===== config.mk =====
export PLATFORM = sky130hd
export DESIGN_NAME = seg7_scan_ctrl
export DESIGN_NICKNAME = d
export VERILOG_FILES = /design/src/rtl/seg7_pkg.sv /design/src/rtl/seg7_scan_ctrl_dec.sv /design/src/rtl/seg7_scan_ctrl.sv
export SDC_FILE = /design/constraint.sdc
export NUM_CORES = 1
export LEC_CHECK = 0
export ABC_AREA = 1
export CAP_MARGIN = 20
export CORE_ASPECT_RATIO = 1.75
export CORE_MARGIN = 2
export CORE_UTILIZATION = 40
export DETAILED_ROUTE_END_ITERATION = 16
export PLACE_DENSITY = 0.68
export SYNTH_ARGS = -nofsm -noshare
export SYNTH_HDL_FRONTEND = slang
export SYNTH_SLANG_ARGS = --single-unit

===== constraint.sdc =====
create_clock -name clk -period 3.45 [get_ports clk]
set_input_delay 0.69 -clock clk [delete_from_list [all_inputs] [get_ports clk]]
set_output_delay 0.69 -clock clk [all_outputs]
set_load 0.01 [all_outputs]

===== src/rtl/seg7_pkg.sv =====
// Shared types and defaults for the multiplexed seven-segment scan controller.
// Latency: none (declarations only). Backpressure: n/a.
// Holds the scan FSM state encoding, the blank segment pattern and parameter defaults.
package seg7_pkg;

    typedef enum logic [1:0] {
        IDLE  = 2'd0,
        SHOW  = 2'd1,
        BLANK = 2'd2
    } state_t;

    localparam logic [6:0] SEG_OFF = 7'b1111111;

    localparam int DEF_DIGITS = 4;
    localparam int DEF_DWELL  = 4;
    localparam int DEF_GAP    = 1;

endpackage


===== src/rtl/seg7_scan_ctrl_dec.sv =====
// Seven-segment decoder: 3-bit digit code to active-low {g,f,e,d,c,b,a} pattern.
// Latency: combinational. Backpressure: none.
// Single instance, shared by every digit position through the scan mux.
module seg7_scan_ctrl_dec (
    input  logic [2:0] code,
    output logic [6:0] seg
);

    always_comb begin
        unique case (code)
            3'd0: seg = 7'b1000000;
            3'd1: seg = 7'b1111001;
            3'd2: seg = 7'b0100100;
            3'd3: seg = 7'b0110000;
            3'd4: seg = 7'b0011001;
            3'd5: seg = 7'b0010010;
            3'd6: seg = 7'b0000010;
            3'd7: seg = 7'b1111000;
        endcase
    end

endmodule


===== src/rtl/seg7_scan_ctrl.sv =====
// Time-multiplexed seven-segment scan controller with shadowed digit-set writes.
// Latency: a write shows from the cycle after commit; commit waits for a frame boundary (or is immediate from IDLE).
// Backpressure: wr_ready = !pending; a second write stalls until the pending set commits.
module seg7_scan_ctrl
    import seg7_pkg::*;
#(
    parameter int DIGITS = DEF_DIGITS,
    parameter int DWELL  = DEF_DWELL,
    parameter int GAP    = DEF_GAP
) (
    input  logic                  clk,
    input  logic                  reset_n,
    input  logic                  wr_valid,
    output logic                  wr_ready,
    input  logic [3*DIGITS-1:0]   wr_data,
    input  logic [DIGITS-1:0]     wr_mask,
    output logic [6:0]            seg,
    output logic [DIGITS-1:0]     dig_en,
    output logic                  frame_done
);

    localparam int CMAX = (DWELL > GAP) ? DWELL : GAP;
    localparam int CW   = $clog2(CMAX);
    localparam int KW   = $clog2(DIGITS);

    state_t              state, nxt_state;
    logic [KW-1:0]       k, nxt_k;
    logic [CW-1:0]       cnt, nxt_cnt;
    logic                pending;
    logic [3*DIGITS-1:0] shadow_data, act_data, sel_data;
    logic [DIGITS-1:0]   shadow_mask, act_mask, sel_mask;
    logic                frame_end, commit, accept, lit;
    logic [2:0]          code;
    logic [6:0]          dec_seg;

    assign wr_ready   = !pending;
    assign accept     = wr_valid && !pending;
    assign frame_end  = (state == BLANK) && (cnt == '0) && (k == KW'(DIGITS - 1));
    assign commit     = pending && ((state == IDLE) || frame_end);
    assign frame_done = frame_end;

    always_comb begin
        nxt_state = state;
        nxt_k     = k;
        nxt_cnt   = cnt;
        unique case (state)
            IDLE: begin
                if (pending) begin
                    nxt_state = SHOW;
                    nxt_k     = '0;
                    nxt_cnt   = CW'(DWELL - 1);
                end
            end
            SHOW: begin
                if (cnt == '0) begin
                    nxt_state = BLANK;
                    nxt_cnt   = CW'(GAP - 1);
                end else begin
                    nxt_cnt = cnt - 1'b1;
                end
            end
            BLANK: begin
                if (cnt == '0) begin
                    nxt_state = SHOW;
                    nxt_k     = (k == KW'(DIGITS - 1)) ? '0 : k + 1'b1;
                    nxt_cnt   = CW'(DWELL - 1);
                end else begin
                    nxt_cnt = cnt - 1'b1;
                end
            end
            default: begin
                nxt_state = IDLE;
                nxt_k     = '0;
                nxt_cnt   = '0;
            end
        endcase
    end

    // Outputs are registered from the next-state view, so on a commit edge the
    // freshly committed shadow set is what drives the first slot of the new frame.
    assign sel_data = commit ? shadow_data : act_data;
    assign sel_mask = commit ? shadow_mask : act_mask;
    assign code     = sel_data[3*int'(nxt_k) +: 3];
    assign lit      = (nxt_state == SHOW) && sel_mask[nxt_k];

    seg7_scan_ctrl_dec u_dec (
        .code (code),
        .seg  (dec_seg)
    );

    always_ff @(posedge clk or negedge reset_n) begin
        if (!reset_n) begin
            state       <= IDLE;
            k           <= '0;
            cnt         <= '0;
            pending     <= 1'b0;
            shadow_data <= '0;
            shadow_mask <= '0;
            act_data    <= '0;
            act_mask    <= '0;
            seg         <= SEG_OFF;
            dig_en      <= '0;
        end else begin
            state <= nxt_state;
            k     <= nxt_k;
            cnt   <= nxt_cnt;
            if (commit) begin
                act_data <= shadow_data;
                act_mask <= shadow_mask;
                pending  <= 1'b0;
            end
            if (accept) begin
                shadow_data <= wr_data;
                shadow_mask <= wr_mask;
                pending     <= 1'b1;
            end
            seg    <= lit ? dec_seg : SEG_OFF;
            dig_en <= lit ? (DIGITS'(1) << nxt_k) : '0;
        end
    end

endmodule


==> results of run 1 <==
layout make-up:
class                      count  area share, %
tap                           78          3.338
sequential                    50          43.09
timing repair buffer          33          11.38
clock buffer                   7          2.610
clock inverter                 1         0.2567
multi-input combinational    160          33.42
inverter                      46          5.905
cells in the mapped netlist:
cell      count  area [µm²]
a21oi_1       7       35.03
a21oi_2       1       8.760
a22oi_1       1       7.510
and2_1        2       12.51
buf_12        1       20.02
buf_2         2       10.01
buf_4         2       15.01
buf_6         1       11.26
clkbuf_1      1       3.750
dfrtp_1      43        1076
dfstp_2       7       183.9
ha_1          8       100.1
inv_1        35       131.4
inv_2        11       41.29
mux2_2        9       101.4
nand2_1      58       217.7
nand2_2      10       62.56
nand2_4       7       78.83
nand2_8       1       20.02
nand3_1      19       95.09
nand3_2       2       20.02
nand3_4       1       17.52
nand4_2       2       25.02
nor2_1       15       56.30
nor2_2        1       6.260
nor2_4        4       45.04
o211ai_1      1       7.510
o21ai_0       5       25.02
o21ai_1       4       20.02
o21ai_2       1       8.760
o22ai_1       1       6.260
worst register-to-register path, cell delays in order (launching register included):
cell and delay (ns):
dfrtp_1 0.40, inv_1 0.10, ha_1 0.32, nand4_2 0.19, nand2_4 0.21, nand2_8 0.15, nand2_1 0.11, nand3_1 0.08
nand2_1 0.08, inv_1 0.04, nand2_2 0.09, inv_1 0.07, ha_1 0.29, inv_1 0.07, nand2_1 0.06, nand3_1 0.08
cells by family (layout without fill, tap and decap cells):
family / after synthesis / after routing
AOI/OAI and AO/OA: 21 / 21
adders and majority gates: 8 / 8
buffers and inverters: 53 / 87
DFF: 50 / 50
muxes: 9 / 9
and+or+nand+nor: 122 / 122
metal layers:
metal  vias to the layer above  routed length, µm
met5                         -                  0
met4                         0                 80
met3                         4                123
met2                        31               2473
met1                       804               1682
li1                        876                  -
state kept, by name, summed over array words and instances, names as in the netlist:
| name | flops |
|---|---|
| act_data | 12 |
| shadow_data | 12 |
| seg | 7 |
| act_mask | 4 |
| dig_en | 4 |
| shadow_mask | 4 |
| cnt | 2 |
| k | 2 |
| state | 2 |
| pending | 1 |
through the flow:
step	hold WS [ns]	instance area, µm²	power [µW]	util (%)	instances
2_1_floorplan	0.3944	2470	1226	-	263
6_report	0.2973	2924	1741	49.35	375
3_3_place_gp	0.4488	2820	1402	47.59	366
5_1_grt	0.3227	2924	1859	49.35	375
3_5_place_dp	0.4550	2820	1425	47.59	366
4_1_cts	0.4783	2904	1763	49.01	374
power by group:
group          total (µW)  internal, µW  switching (µW)
clock                 332           144             188
sequential            866           796            69.7
combinational         543           254             288
worst max path at each step:
stage	startpoint	endpoint	slack [ns]
after floorplan	cnt[0]$_DFFE_PN0P_	seg[3]$_DFF_PN1_	1.37
after detailed placement	cnt[0]$_DFFE_PN0P_	seg[3]$_DFF_PN1_	1.08
final	cnt[0]$_DFFE_PN0P_	frame_done	0.84
after global routing	cnt[0]$_DFFE_PN0P_	frame_done	0.69
after CTS	cnt[0]$_DFFE_PN0P_	frame_done	0.82
after global placement	cnt[0]$_DFFE_PN0P_	seg[3]$_DFF_PN1_	1.19
==> qor.yml, run 1 <==
sta:
  hold_viol_final: 0
  max_freq_ghz: 0.3825
  finClkSkew_ns: 0.004197
  tightestPinTransition_ns: 0.8020
  slew_headroom_pct: 46.41
  min_period_ns: 2.614
  fin_ws_ns: 0.8357
  rsz0062_at_grt: "false"
  drv_slew: 0
  report.final.setup_viol: 0
  fin_tns_setup_ns: 0
  finalCritPeriodShare_pct: 75.78
final_layout:
  syn_to_final_growth_pct: 18.39
  regArea_um2: 1260
  fillers: 598
  final_common_cell: "nand2_1"
  final_cell_mix: "nand2_1 (58), dfrtp_1 (43), inv_1 (35)"
  layout.nets: 323
  diodes: 0
  drive_gt1_share_pct: 22.22
  multiInputGateArea_um2: 977.2
yosys:
  yosysWarnings: 0
  netlist-cell-type-count: 31
  synth-seq-cells: 50
  syn_area_per_cell_um2: 9.391
  synth.mux.area_fraction_pct: 4.103
  synth-xor-area-share_pct: 0
  synth_adder_area_share_pct: 4.053
  synth_top_family_by_area: "simple AND/OR/NAND/NOR gates"
  synthSimpleGateAreaFrac_pct: 26.60
  synth_compound_area_share_pct: 4.813
  syn_nets: 290
  synthCells: 263
  synth.cell_area_um2: 2470
  yosysSeqAreaShare_pct: 51.01
route:
  post-route-drc-count: 0
  first_pass_iters: 4
  vias: 1715
  wl_per_cell_um: 11.63
  wl_um: 4360
  ant_nets: 0
  drt_iter0_drc: 52
  avgViaCountPerCell: 4.573
cts:
  clk_latency_ns: 0.30
  clk_path_buf_depth: 2
  post_cts_buffers: 0
  cts_sinks: 50
  cts_tree: "built"
  clkTransAtPathRegs_ns: 0.09
  cts_buffers: 5
  clockRootBuffer: "clkbuf_8"
  holdBufCountCts: 0
  cts_resized: 0
  htree_levels: 2
critical_path:
  cp_num_cells: 5
  cp_top_family: "buffers and inverters"
  cp.arrival_ns: 1.92
  crit_top_cell: "inv_1"
  cp.required_ns: 2.76
  r2r_end: "seg[3]$_DFF_PN1_"
  max_stage_delay_ns: 0.53
  critPathKind: "flip-flop to primary output"
  cp-start-kind: "flip-flop"
  crit_fanout: 8
  rr_startpoint: "cnt[0]$_DFFE_PN0P_"
  r2r_cells: 15
  r2r_slack_ns: 1.06
  crit_buf_inv: 3
  cp-end-kind: "primary output"
  crit_slowest_cell: "clkdlybuf4s50_1"
  path_cells: "inv_1 -> ha_1 -> nand4_2 -> inv_1 -> clkdlybuf4s50_1"
floorplanning:
  io_pins: 32
  dieWidth_um: 63.40
  rows: 37
  fp.coreArea_um2: 5926
  die_area_um2: 6844
  start_util_pct: 41.68
  die_h_um: 108.0
grt:
  busiest_layer: "met2"
  grtUsageTotal_pct: 14.14
  grt_start_max_net_pins: 51
  grt_pass1_wl_um: 7465
  groute.layer.met3.usage_pct: 2.497
  use_met2_pct: 26.47
  grt_overflow: 0
  grt_pass1_vias: 1646
  use_met1_pct: 14.97
  antenna_found_initial: 0
pwr:
  power.density_nw_per_um2: 595.3
  leakagePower_uw: 0.001416
  peakVddDrop_uv: 312.5
outcome:
  outcome: "complete, no violations"
placed_design:
  place.gp.congestion: 0.8385
  port_buffers: 31
  dpl.hpwl_um: 3214
  dp_slack_ns: 1.080
job:
  drv_cap: 0
min_path:
  hp-class: "input port to asynchronous set/reset pin"
No activity file was read; power rests on OpenSTA's default activity.
==> run 2, diff against run 1 <==
--- a/config.mk
+++ b/config.mk
@@ -11,7 +11,7 @@
 export CORE_MARGIN = 2
 export CORE_UTILIZATION = 40
 export DETAILED_ROUTE_END_ITERATION = 16
-export PLACE_DENSITY = 0.68
+export PLACE_DENSITY = 0.7
 export SYNTH_ARGS = -nofsm -noshare
 export SYNTH_HDL_FRONTEND = slang
 export SYNTH_SLANG_ARGS = --single-unit
==> constraint.sdc (replaced) <==
create_clock -name clk -period 2.3 [get_ports clk]
set_input_delay 0.46 -clock clk [delete_from_list [all_inputs] [get_ports clk]]
set_output_delay 0.46 -clock clk [all_outputs]
set_load 0.01 [all_outputs]
==> qor.yml, run 2 (synthesized netlist as in run 1, its figures left out) <==
sta:
  slew_headroom_pct: 63.42  # was 46.41%
  report.final.setup_viol: 0  # unchanged
  min_period_ns: 2.229
  finalCritPeriodShare_pct: 96.90
  tightestPinTransition_ns: 0.5487  # was 0.8020 ns
  hold_viol_final: 0  # unchanged
  finClkSkew_ns: 0.01049  # was 0.004197 ns
  rsz0062_at_grt: "false"  # unchanged
  drv_slew: 0  # unchanged
  max_freq_ghz: 0.4487
pwr:
  p_total_uw: 2748  # was 1741 µW
  seq_power_share_pct: 47.1  # was 49.8%
  switching_share_pct: 30.77  # was 31.38%
  peakVddDrop_uv: 420.6  # was 312.5 µV
  power_frac_comb_pct: 30.1  # was 31.2%
  p_sw_uw: 845.7  # was 546.2 µW
  leakagePower_uw: 0.001501  # was 0.001416 µW
  internal-power_uw: 1903  # was 1194 µW
  power.density_nw_per_um2: 898.4  # was 595.3 nW/µm²
  pwr-share-clk_pct: 22.8  # was 19.1%
floorplanning:
  start_util_pct: 41.68  # unchanged
  die_h_um: 108.0  # unchanged
  fp.coreArea_um2: 5926  # unchanged
  dieWidth_um: 63.40  # unchanged
  io_pins: 32  # unchanged
  rows: 37  # unchanged
  die_area_um2: 6844  # unchanged
grt:
  grt_pass1_vias: 1797  # was 1646
  grt_start_max_net_pins: 26  # was 51
  grt_pass1_wl_um: 7700  # was 7465 µm
  grtUsageTotal_pct: 14.53  # was 14.14%
  antenna_found_initial: 0  # unchanged
  grt_overflow: 0  # unchanged
critical_path:
  cp_top_family: "buffers and inverters"  # unchanged
  critPathKind: "flip-flop to primary output"  # unchanged
  max_stage_delay_ns: 0.53  # about the same
  cp.arrival_ns: 1.77  # was 1.92 ns
  r2r_cells: 14  # was 15
  cp.required_ns: 1.84  # was 2.76 ns
  r2r_end: "seg[3]$_DFF_PN1_"  # unchanged
  rr_startpoint: "cnt[1]$_DFFE_PN0P_"  # was cnt[0]$_DFFE_PN0P_
  cp_num_cells: 5  # unchanged
  crit_slowest_cell: "clkdlybuf4s50_1"  # unchanged
  r2r_slack_ns: 0.16  # was 1.06 ns
  path_cells: "inv_2 -> ha_4 -> nand4_2 -> inv_1 -> clkdlybuf4s50_1"  # was inv_1 -> ha_1 -> nand4_2 -> inv_1 -> clkdlybuf4s50_1
  crit_buf_inv: 3  # unchanged
  cp-end-kind: "primary output"  # unchanged
  crit_fanout: 7  # was 8
  cp-start-kind: "flip-flop"  # unchanged
route:
  vias: 1769  # was 1715
  avgViaCountPerCell: 4.548  # was 4.573
  first_pass_iters: 4  # unchanged
  wl_per_cell_um: 11.54  # was 11.63 µm
  drt_iter0_drc: 39  # was 52
  post-route-drc-count: 0  # unchanged
  wl_um: 4489  # was 4360 µm
  ant_nets: 0  # unchanged
placed_design:
  dp_cells: 372  # was 366
  place.gp.congestion: 0.8201  # was 0.8385
  dpl.hpwl_um: 3410  # was 3214 µm
  port_buffers: 31  # unchanged
  placed_area_um2: 2865  # was 2820 µm²
final_layout:
  drive_gt1_share_pct: 27.97  # was 22.22%
  layout.nets: 337  # was 323
  syn_to_final_growth_pct: 23.86  # was 18.39%
  stdcell_count: 389  # was 375
  reg_top3: "act_data (12), shadow_data (12), seg (7)"  # unchanged
  final_cell_mix: "nand2_1 (58), dfrtp_1 (42), inv_1 (32)"  # was nand2_1 (58), dfrtp_1 (43), inv_1 (35)
  diodes: 0  # unchanged
  final_common_cell: "nand2_1"  # unchanged
  finalInstanceArea_um2: 3059  # was 2924 µm²
cts:
  clk_latency_ns: 0.31  # was 0.30 ns
  htree_levels: 2  # unchanged
  cts_tree: "built"  # unchanged
  clockRootBuffer: "clkbuf_8"  # unchanged
  clk_path_buf_depth: 2  # unchanged
  cts_sinks: 50  # unchanged
  clkTransAtPathRegs_ns: 0.09  # about the same
  holdBufCountCts: 0  # unchanged
  cts_buffers: 5  # unchanged
outcome:
  outcome: "complete, no violations"  # unchanged
job:
  drv_cap: 0  # unchanged
min_path:
  hp-class: "input port to asynchronous set/reset pin"  # unchanged
-- run 2: cell types whose count changed in the layout (fill, tap and decap cells not counted), sizes merged --
| cell | previous run | this run |
|---|---|---|
| buf | 3 | 17 |
| clkinvlp | 1 | 0 |
| bufinv | 0 | 1 |
| clkinv | 0 | 1 |
| clkbuf | 7 | 5 |
| inv | 46 | 47 |
-- run 2: power by group through the flow --
stage | registers [µW] | logic (µW) | clock network [µW]
final | 1290 | 829 | 626
after global routing | 1330 | 930 | 686
after CTS | 1300 | 836 | 640
after detailed placement | 1310 | 833 | 0
after global placement | 1310 | 809 | 0
after floorplan | 1330 | 512 | 0
-- run 2: cell type report --
type | instances | area, µm²
inverters | 46 | 172.7
repair buffers | 47 | 425.4
well taps | 78 | 97.59
clock buffers | 5 | 68.82
clock inverters | 3 | 43.79
fillers | 583 | 2867
flip-flops and latches | 50 | 1261
multi-input cells | 160 | 989.7
-- run 2: worst max path at each step --
| stage | start | endpoint |
|---|---|---|
| finish | cnt[1]$_DFFE_PN0P_ | frame_done |
| global route | cnt[1]$_DFFE_PN0P_ | seg[3]$_DFF_PN1_ |
| CTS | cnt[0]$_DFFE_PN0P_ | frame_done |
| detailed placement | cnt[0]$_DFFE_PN0P_ | seg[3]$_DFF_PN1_ |
| global placement | cnt[0]$_DFFE_PN0P_ | seg[3]$_DFF_PN1_ |
| floorplan | cnt[0]$_DFFE_PN0P_ | seg[3]$_DFF_PN1_ |
-- run 2: through the flow --
stage	TNS, ns	hold WS (ns)	utilization (%)	setup slack [ns]
4_1_cts	0	0.1375	50.46	0.01236
2_1_floorplan	0	0.1644	-	0.2174
6_report	0	0.1218	51.63	0.07133
3_3_place_gp	0	0.4499	48.35	0.06636
5_1_grt	0	0.1520	51.63	0.01205
3_5_place_dp	-0.02555	0.4591	48.35	-0.02555
-- run 2: layer usage --
layer	global-route usage (%)	part of all wire [%]	up-vias	wire (µm)
met3	2.497	2.7	11	120
met1	15.26	39	826	1767
met4	8.851	3.0	0	135
met5	0	0	-	0
li1	-	-	901	-
met2	26.54	55	31	2466
-- run 2: worst reg2reg max path, stage by stage, from the launching register on --
cell and delay [ns]:
dfrtp_1 0.43, inv_2 0.09, ha_4 0.18, nand4_2 0.14
nand2_4 0.16, buf_4 0.16, nand3_1 0.06, nand2_1 0.10
nand2_1 0.07, nand4_2 0.14, inv_1 0.09, ha_1 0.28
inv_1 0.07, nand2_1 0.05, nand3_1 0.08
-- run 2: timing repair --
action,4_1_cts,5_1_grt
pin swaps,0,3
cloned,0,0
gates resized for setup,2,7
setup buffers,0,9
endpoints found under the setup margin,2,3
==> run 3, diff against run 2 <==
--- a/config.mk
+++ b/config.mk
@@ -8,10 +8,10 @@
 export ABC_AREA = 1
 export CAP_MARGIN = 20
 export CORE_ASPECT_RATIO = 1.75
-export CORE_MARGIN = 2
-export CORE_UTILIZATION = 40
+export CORE_UTILIZATION = 45
+export CTS_CLUSTER_SIZE = 30
 export DETAILED_ROUTE_END_ITERATION = 16
-export PLACE_DENSITY = 0.7
+export PLACE_DENSITY = 0.77
 export SYNTH_ARGS = -nofsm -noshare
 export SYNTH_HDL_FRONTEND = slang
 export SYNTH_SLANG_ARGS = --single-unit
==> qor.yml, run 3 (synthesized netlist as in run 1, its figures left out) <==
final_layout:
  layout.nets: 333  # was 337
  syn_to_final_growth_pct: 23.81  # was 23.86%
  reg_top3: "act_data (12), shadow_data (12), seg (7)"  # unchanged
  stdcell_count: 362  # was 389
  final_cell_mix: "nand2_1 (58), dfrtp_1 (43), inv_1 (32)"  # was nand2_1 (58), dfrtp_1 (42), inv_1 (32)
  fillers: 459  # was 583
  finish.utilization_pct: 58.19  # was 51.63%
  multiInputGateArea_um2: 1006  # was 989.7 µm²
  regArea_um2: 1260  # was 1261 µm²
  drive_gt1_share_pct: 26.71  # was 27.97%
  diodes: 0  # unchanged
  final_common_cell: "nand2_1"  # unchanged
critical_path:
  r2r_cells: 15  # was 14
  r2r_slack_ns: 0.15  # was 0.16 ns
  r2r_end: "seg[3]$_DFF_PN1_"  # unchanged
  cp-start-kind: "flip-flop"  # unchanged
  max_stage_delay_ns: 0.52  # was 0.53 ns
  cp_top_family: "buffers and inverters"  # unchanged
  crit_buf_inv: 2  # was 3
  rr_startpoint: "k[0]$_DFF_PN0_"  # was cnt[1]$_DFFE_PN0P_
  critPathKind: "flip-flop to primary output"  # unchanged
  cp.required_ns: 1.84  # about the same
  cp-end-kind: "primary output"  # unchanged
  crit_slowest_cell: "clkdlybuf4s50_1"  # unchanged
  crit_fanout: 4  # was 7
  cp.arrival_ns: 1.71  # was 1.77 ns
  path_cells: "ha_1 -> nand4_4 -> inv_1 -> clkdlybuf4s50_1"  # was inv_2 -> ha_4 -> nand4_2 -> inv_1 -> clkdlybuf4s50_1
sta:
  report.final.setup_viol: 0  # unchanged
  finalCritPeriodShare_pct: 94.44  # was 96.90%
  fin_ws_ns: 0.1279  # was 0.07133 ns
  fin_tns_setup_ns: 0  # unchanged
  tightestPinTransition_ns: 0.6318  # was 0.5487 ns
  min_period_ns: 2.172  # was 2.229 ns
  slew_headroom_pct: 57.88  # was 63.42%
  max_freq_ghz: 0.4604  # was 0.4487 GHz
  rsz0062_at_grt: "false"  # unchanged
  finClkSkew_ns: 0.006786  # was 0.01049 ns
  hold_viol_final: 0  # unchanged
  drv_slew: 0  # unchanged
route:
  first_pass_iters: 12  # was 4
  avgViaCountPerCell: 4.790  # was 4.548
  wl_um: 4389  # was 4489 µm
  post-route-drc-count: 1  # was 0
  drt_iter0_drc: 24  # was 39
  wl_per_cell_um: 12.12  # was 11.54 µm
  ant_nets: 0  # unchanged
  vias: 1734  # was 1769
floorplanning:
  die_h_um: 100.0  # was 108.0 µm
  start_util_pct: 47.00  # was 41.68%
  rows: 35  # was 37
  die_area_um2: 5801  # was 6844 µm²
  fp.coreArea_um2: 5255  # was 5926 µm²
  io_pins: 32  # unchanged
  dieWidth_um: 58.01  # was 63.40 µm
pwr:
  pwr-share-clk_pct: 26.3  # was 22.8%
  switching_share_pct: 28.81  # was 30.77%
  leakagePower_uw: 0.001490  # was 0.001501 µW
  power_frac_comb_pct: 28.6  # was 30.1%
  peakVddDrop_uv: 485.9  # was 420.6 µV
  seq_power_share_pct: 45.1  # was 47.1%
  internal-power_uw: 2040  # was 1903 µW
  p_sw_uw: 825.7  # was 845.7 µW
  power.density_nw_per_um2: 937.1  # was 898.4 nW/µm²
grt:
  grt_pass1_vias: 1762  # was 1797
  grt_pass1_wl_um: 7728  # was 7700 µm
  antenna_found_initial: 0  # unchanged
  grt_start_max_net_pins: 28  # was 26
  grtUsageTotal_pct: 17.28  # was 14.53%
  grt_overflow: 0  # unchanged
min_path:
  hp-class: "input port to asynchronous set/reset pin"  # unchanged
job:
  drv_cap: 0  # unchanged
placed_design:
  dp_cells: 347  # was 372
  dpl.hpwl_um: 3202  # was 3410 µm
  port_buffers: 31  # unchanged
  dp_slack_ns: -0.01998  # was -0.02555 ns
  place.gp.congestion: 0.8190  # was 0.8201
cts:
  clkTransAtPathRegs_ns: 0.09  # about the same
  clk_latency_ns: 0.31  # about the same
  cts_tree: "built"  # unchanged
  holdBufCountCts: 0  # unchanged
  cts_buffers: 5  # unchanged
  clockRootBuffer: "clkbuf_8"  # unchanged
  clk_path_buf_depth: 2  # unchanged
  cts_sinks: 50  # unchanged
  htree_levels: 2  # unchanged
outcome:
  outcome: "complete, but fails checks"  # was complete, no violations
  violations: "DRC"
run 3: area by class of cell:
cell class | instances | share of cell area, %
flip-flops and latches | 50 | 41.20
multi-input cells | 160 | 32.90
repair buffers | 43 | 13.34
inverters | 46 | 5.646
clock buffers | 6 | 2.700
well taps | 55 | 2.250
clock inverters | 2 | 1.964
run 3: repair_timing:
item | 4_1_cts | 5_1_grt
gates resized for setup | 2 | 7
cloned | 0 | 0
hold endpoints to repair | 0 | 0
pin swaps | 0 | 3
endpoints found under the setup margin | 3 | 8
setup buffers | 0 | 7
run 3: worst max path at each step:
stage,startpoint,endpoint,cells after the start
6_report,k[0]$_DFF_PN0_,frame_done,4
3_3_place_gp,cnt[0]$_DFFE_PN0P_,seg[3]$_DFF_PN1_,14
5_1_grt,cnt[1]$_DFFE_PN0P_,seg[1]$_DFF_PN1_,13
2_1_floorplan,cnt[0]$_DFFE_PN0P_,seg[3]$_DFF_PN1_,17
3_5_place_dp,cnt[0]$_DFFE_PN0P_,seg[3]$_DFF_PN1_,14
4_1_cts,cnt[0]$_DFFE_PN0P_,frame_done,5
run 3: power groups by stage:
stage          Sequential [µW]  Combinational, µW  Clock, µW
6_report                  1290                819        754
5_1_grt                   1320                925        803
4_1_cts                   1290                832        772
3_5_place_dp              1310                823          0
3_3_place_gp              1300                809          0
2_1_floorplan             1330                512          0
run 3: metal layers:
metal / up-vias / track usage, % / part of all wire [%]
li1: 895 / - / -
met1: 803 / 19.66 / 40
met2: 28 / 30.24 / 55
met3: 8 / 2.320 / 2.2
met4: 0 / 9.890 / 3.0
met5: - / 0 / 0
run 3: per-stage QoR:
| stage | hold WS, ns | area, µm² | total power, µW |
|---|---|---|---|
| 3_3_place_gp | 0.4514 | 2834 | 2111 |
| 5_1_grt | 0.2097 | 3058 | 3049 |
| 3_5_place_dp | 0.4556 | 2834 | 2133 |
| 2_1_floorplan | 0.1644 | 2470 | 1839 |
| 6_report | 0.1594 | 3058 | 2866 |
| 4_1_cts | 0.1864 | 2989 | 2897 |
